[src/rtl/sayac_arb_mux.sv]
// sayac_arb_mux: registered CH-way arbitrating mux with a valid/ready output.
// Fixed priority (MODE=0, channel 0 highest) or round-robin (MODE=1) select.
// The winning channel's word is captured into outMUX. gnt is combinational
// and one-hot, so each source sees its acknowledge in the capture cycle.
module sayac_arb_mux #(
    parameter int N    = 16,
    parameter int CH   = 4,
    parameter int MODE = 0,
    parameter int SW   = $clog2(CH)
) (
    input  logic            clk,
    input  logic            rst,
    input  logic [CH-1:0]   req,
    input  logic [CH*N-1:0] inData,
    output logic [CH-1:0]   gnt,
    output logic [N-1:0]    outMUX,
    output logic            outValid,
    input  logic            outReady,
    output logic [SW-1:0]   outSrc
);

    logic [SW-1:0] ptr;
    logic [SW-1:0] start;
    logic [SW-1:0] win;
    logic [SW-1:0] ptr_nxt;
    logic          found;
    logic          load;
    int            idx;

    // Scan origin: fixed priority always starts at channel 0.
    always_comb begin
        start = (MODE == 1) ? ptr : '0;
    end

    // Pick the first requesting channel scanning upward from start, with wrap.
    always_comb begin
        found = 1'b0;
        win   = '0;
        idx   = 0;
        for (int k = 0; k < CH; k++) begin
            idx = int'(start) + k;
            if (idx >= CH) idx = idx - CH;
            if (!found && req[idx]) begin
                found = 1'b1;
                win   = SW'(idx);
            end
        end
    end

    // Load when something is requesting and the output slot is free or being
    // drained this cycle. Reset suppresses grants so no word is lost.
    always_comb begin
        load    = found & (~outValid | outReady) & ~rst;
        gnt     = load ? (CH'(1) << win) : '0;
        ptr_nxt = (win == SW'(CH - 1)) ? '0 : win + SW'(1);
    end

    // Output register, valid flag and round-robin pointer.
    always_ff @(posedge clk) begin
        if (rst) begin
            outMUX   <= '0;
            outSrc   <= '0;
            outValid <= 1'b0;
            ptr      <= '0;
        end else if (load) begin
            outMUX   <= inData[int'(win)*N +: N];
            outSrc   <= win;
            outValid <= 1'b1;
            if (MODE == 1) ptr <= ptr_nxt;
        end else if (outValid && outReady) begin
            outValid <= 1'b0;
        end
    end

endmodule

[config.mk]
export PLATFORM = sky130hd
export DESIGN_NAME = sayac_arb_mux
export DESIGN_NICKNAME = d
export VERILOG_FILES = /design/src/rtl/sayac_arb_mux.sv
export SDC_FILE = /design/constraint.sdc
export NUM_CORES = 1
export LEC_CHECK = 0
export CAP_MARGIN = 20
export CORE_UTILIZATION = 33
export CTS_BUF_LIST = sky130_fd_sc_hd__clkbuf_16
export CTS_CLUSTER_SIZE = 25
export DETAILED_ROUTE_END_ITERATION = 6
export HOLD_SLACK_MARGIN = 0.03
export PLACE_DENSITY = 0.86
export SYNTH_ARGS = -nofsm -noshare
export SYNTH_HDL_FRONTEND = slang
export SYNTH_SLANG_ARGS = --single-unit
[constraint.sdc]
create_clock -name clk -period 1.3 [get_ports clk]
set_input_delay 0.13 -clock clk [delete_from_list [all_inputs] [get_ports clk]]
set_output_delay 0.13 -clock clk [all_outputs]
set_load 0.05 [all_outputs]
==> run_results.csv, run 1 <==
group,metric,value,unit
setup_path,cp.required,1170,ps
cts,cts.sinks,19,
run,drv_cap,0,
finish,area_growth_syn_to_layout,136,%
power_and_ir_drop,irDropWorstVdd,1030,uV
cts,cts_hold_buf,0,
synthesis,synth_flop_cell,"dfxtp_1",
synthesis,synth.area.top_cells,"dfxtp_1 33%, a21oi_1 6.9%, a221oi_1 6.8%, nand3_1 6.0%, a211o_1 5.3%",
setup_path,startpoint_type,"input port",
cts,clk_path_buf_depth,2,
die,io_pins,94,
die,fp.coreArea,3360,sq um
run_status,violations,"setup timing",
setup_path,cp-startpoint,"req[2]",
synthesis,netlist.area_leader.share,32.7,%
power_and_ir_drop,leakagePower,0.00111,uW
sta,period_minus_slack,1410,ps
cts,cts.clk_slew.worst_paths,60,ps
die,start_util,34.6,%
global_route,track_usage,27.0,%
sta,worst_slack,-107,ps
run_status,status,"complete, but fails checks",
finish,diodes,0,
global_route,grt_pass1_vias,1698,
setup_path,criticalPathCategory,"input port to output port",
global_route,grt_max_degree,16,
cts,htree_levels,1,
placement,place.detailed.instances,293,
placement,io_buffers,93,
die,die_h,61.4,microns
power_and_ir_drop,power,2420,uW
sta,fin_setup_tns,-865,ps
sta,rsz0062_at_grt,"yes",
sta,hold_viol_final,0,
route,wl,5.14,mm
sta,finalClockSkew,3.87,ps
synthesis,synth_area_leader_cell,"dfxtp_1",
power_and_ir_drop,power_density,882,nW/um^2
cts,tritoncts,"done",
global_route,grt_pass1_wl,7.51,mm
synthesis,synth_cells,143,
synthesis,ys_warn_count,0,
die,die_w,61.4,microns
synthesis,synth_fp_nets,214,
synthesis,ys_seq_area_share,32.7,%
die,rows,21,
route,firstDrtPassIters,4,
setup_path,worstPathArrival,1280,ps
finish,fin_cells,305,
setup_path,endpoint_kind,"output port",
sta,worst_pin_slew,544,ps
cts,cts_made_buffers,3,
sta,max_slew_margin,63.7,%
finish,nets,331,
finish,layout-drive-gt1-share,29.3,%
worst_hold_path,min_path_type,"input port to register",
sta,period_share,108,%
sta,clock.fmax,0.711,GHz
sta,timing.hold.ws,412,ps
synthesis,synth.cell_area,1160,sq um
worst_hold_path,min_from,"outReady",
route,num_vias,1704,
setup_path,critPathMaxFanout,7,
cts,root_buffer,"clkbuf_16",
synthesis,synth_seq_cells,19,
finish,final_util,81.7,%
synthesis,syn_avg_cell_area,8.13,sq um
route,route.detailed.drc,0,
route,ant_nets,0,
route,vias_per_cell,5.59,
setup_path,reg2reg_from,"outValid",
placement,place_hpwl,3.65,mm
route,drt_iter0_markers,108,
synthesis,synth_edf_count,0,
sta,finalSetupViolCount,20,
placement,gp_congestion,0.803,
global_route,grt_overflow,0,
synthesis,async_reset_ff_share,0,%
synthesis,post_synth_num_cell_types,30,
route,wire_per_inst,16.8,microns
cts,clock_latency,250,ps
finish,fillerInstances,213,
global_route,antenna_found_initial,0,
sta,maxSlewViolCount,0,
die,die-area,3760,sq um
-- placed cells by master, fill, tap and decap left out, types with 4 or more instances in the layout --
cell type and n:
o2bb2ai_1 5, a21oi_1 16, inv_1 4, nor2_4 5, a211o_1 7, buf_4 25, o221ai_1 5, nor2b_1 4
o21ai_1 9, a221oi_1 9, clkdlybuf4s50_1 64, o21ai_0 7, nand3_1 14, buf_12 25, dfxtp_1 18
-- timing repair --
item / 4_1_cts / 5_1_grt
endpoints found under the hold margin: 0 / 0
pin swaps: 6 / 14
cloned: 0 / 1
setup buffers: 7 / 1
endpoints found under the setup margin: 21 / 19
gates resized for setup: 20 / 8
-- per-layer routing --
metal	global-route usage, %	up-vias	share of wire [%]
li1	-	793	-
met1	31.8	841	40
met2	49.1	60	53
met3	6.09	10	4.6
met4	7.30	0	1.8
met5	0	-	0
-- cell type report --
cell class / instances / area [sq um] / area share (%)
Timing Repair Buffer: 123 / 1420 / 51.7
Multi-Input combinational cell: 109 / 788 / 28.7
Sequential cell: 19 / 384 / 14.0
Clock buffer: 3 / 75.1 / 2.73
Tap cell: 46 / 57.6 / 2.10
Inverter: 4 / 18.8 / 0.683
Clock inverter: 1 / 3.75 / 0.137
-- logic make-up after synthesis --
group / share of synthesized area, %
flip-flops: 32.7
buffers and inverters: 7.10
AO/OA/AOI/OAI: 41.9
AND/OR/NAND/NOR: 18.3
-- final timing paths --
kind                            cells past startpoint         end  slack, ps
worst max-delay path                                6      gnt[3]       -110
worst min register to register                      1   outMUX[6]        510
worst max register to register                      5  outMUX[11]        -80
worst min-delay path                                3    outValid        410
-- where the power goes --
part           internal, uW  switching, uW  total [uW]
combinational           591            487        1080
clock                   409            221         630
sequential              645           68.7         713
-- registers in the layout (all words and copies together), names as in the netlist --
name / flops
outMUX: 16
outSrc: 2
outValid: 1
-- synth_stat cells (2+ instances only) --
library cell and number:
o31ai_1 3, nand3_1 14, nor2_1 4, a21oi_1 16, a22o_1 3, and3_1 2, o21ai_0 9, a221oi_1 9
o221ai_1 5, nand2_1 5, clkbuf_1 4, inv_1 4, o21ai_1 7, o2bb2ai_1 6, a211o_1 7, buf_2 6
or2_1 2, nor2b_1 6, buf_6 2, dfxtp_1 19
-- worst max-delay path, cell delays in order --
cell and delay, ps:
dlygate4sd2_1 340, nor2b_2 190, buf_4 170, buf_4 130, and3_4 190, buf_12 130
-- through the flow --
stage	worst slack (ps)	area [sq um]
5_1_grt	-132	2750
3_3_place_gp	-463	2540
6_report	-107	2750
2_1_floorplan	13.9	1200
4_1_cts	-117	2710
3_5_place_dp	-609	2540
No activity file was read; power rests on OpenSTA's default activity.
==> run 2: changes to the inputs <==
--- a/config.mk
+++ b/config.mk
@@ -8,7 +8,7 @@
 export CAP_MARGIN = 20
 export CORE_UTILIZATION = 33
 export CTS_BUF_LIST = sky130_fd_sc_hd__clkbuf_16
-export CTS_CLUSTER_SIZE = 25
+export CTS_CLUSTER_SIZE = 28
 export DETAILED_ROUTE_END_ITERATION = 6
 export HOLD_SLACK_MARGIN = 0.03
 export PLACE_DENSITY = 0.86
==> results of run 2 <==
No change in the layout: final DEF, timing and power equal those of run 1.
==> run 3: changes to the inputs <==
--- a/config.mk
+++ b/config.mk
@@ -12,6 +12,7 @@
 export DETAILED_ROUTE_END_ITERATION = 6
 export HOLD_SLACK_MARGIN = 0.03
 export PLACE_DENSITY = 0.86
+export SLEW_MARGIN = 15
 export SYNTH_ARGS = -nofsm -noshare
 export SYNTH_HDL_FRONTEND = slang
 export SYNTH_SLANG_ARGS = --single-unit
==> results of run 3 <==
No change in the layout: final DEF, timing and power equal those of run 1.
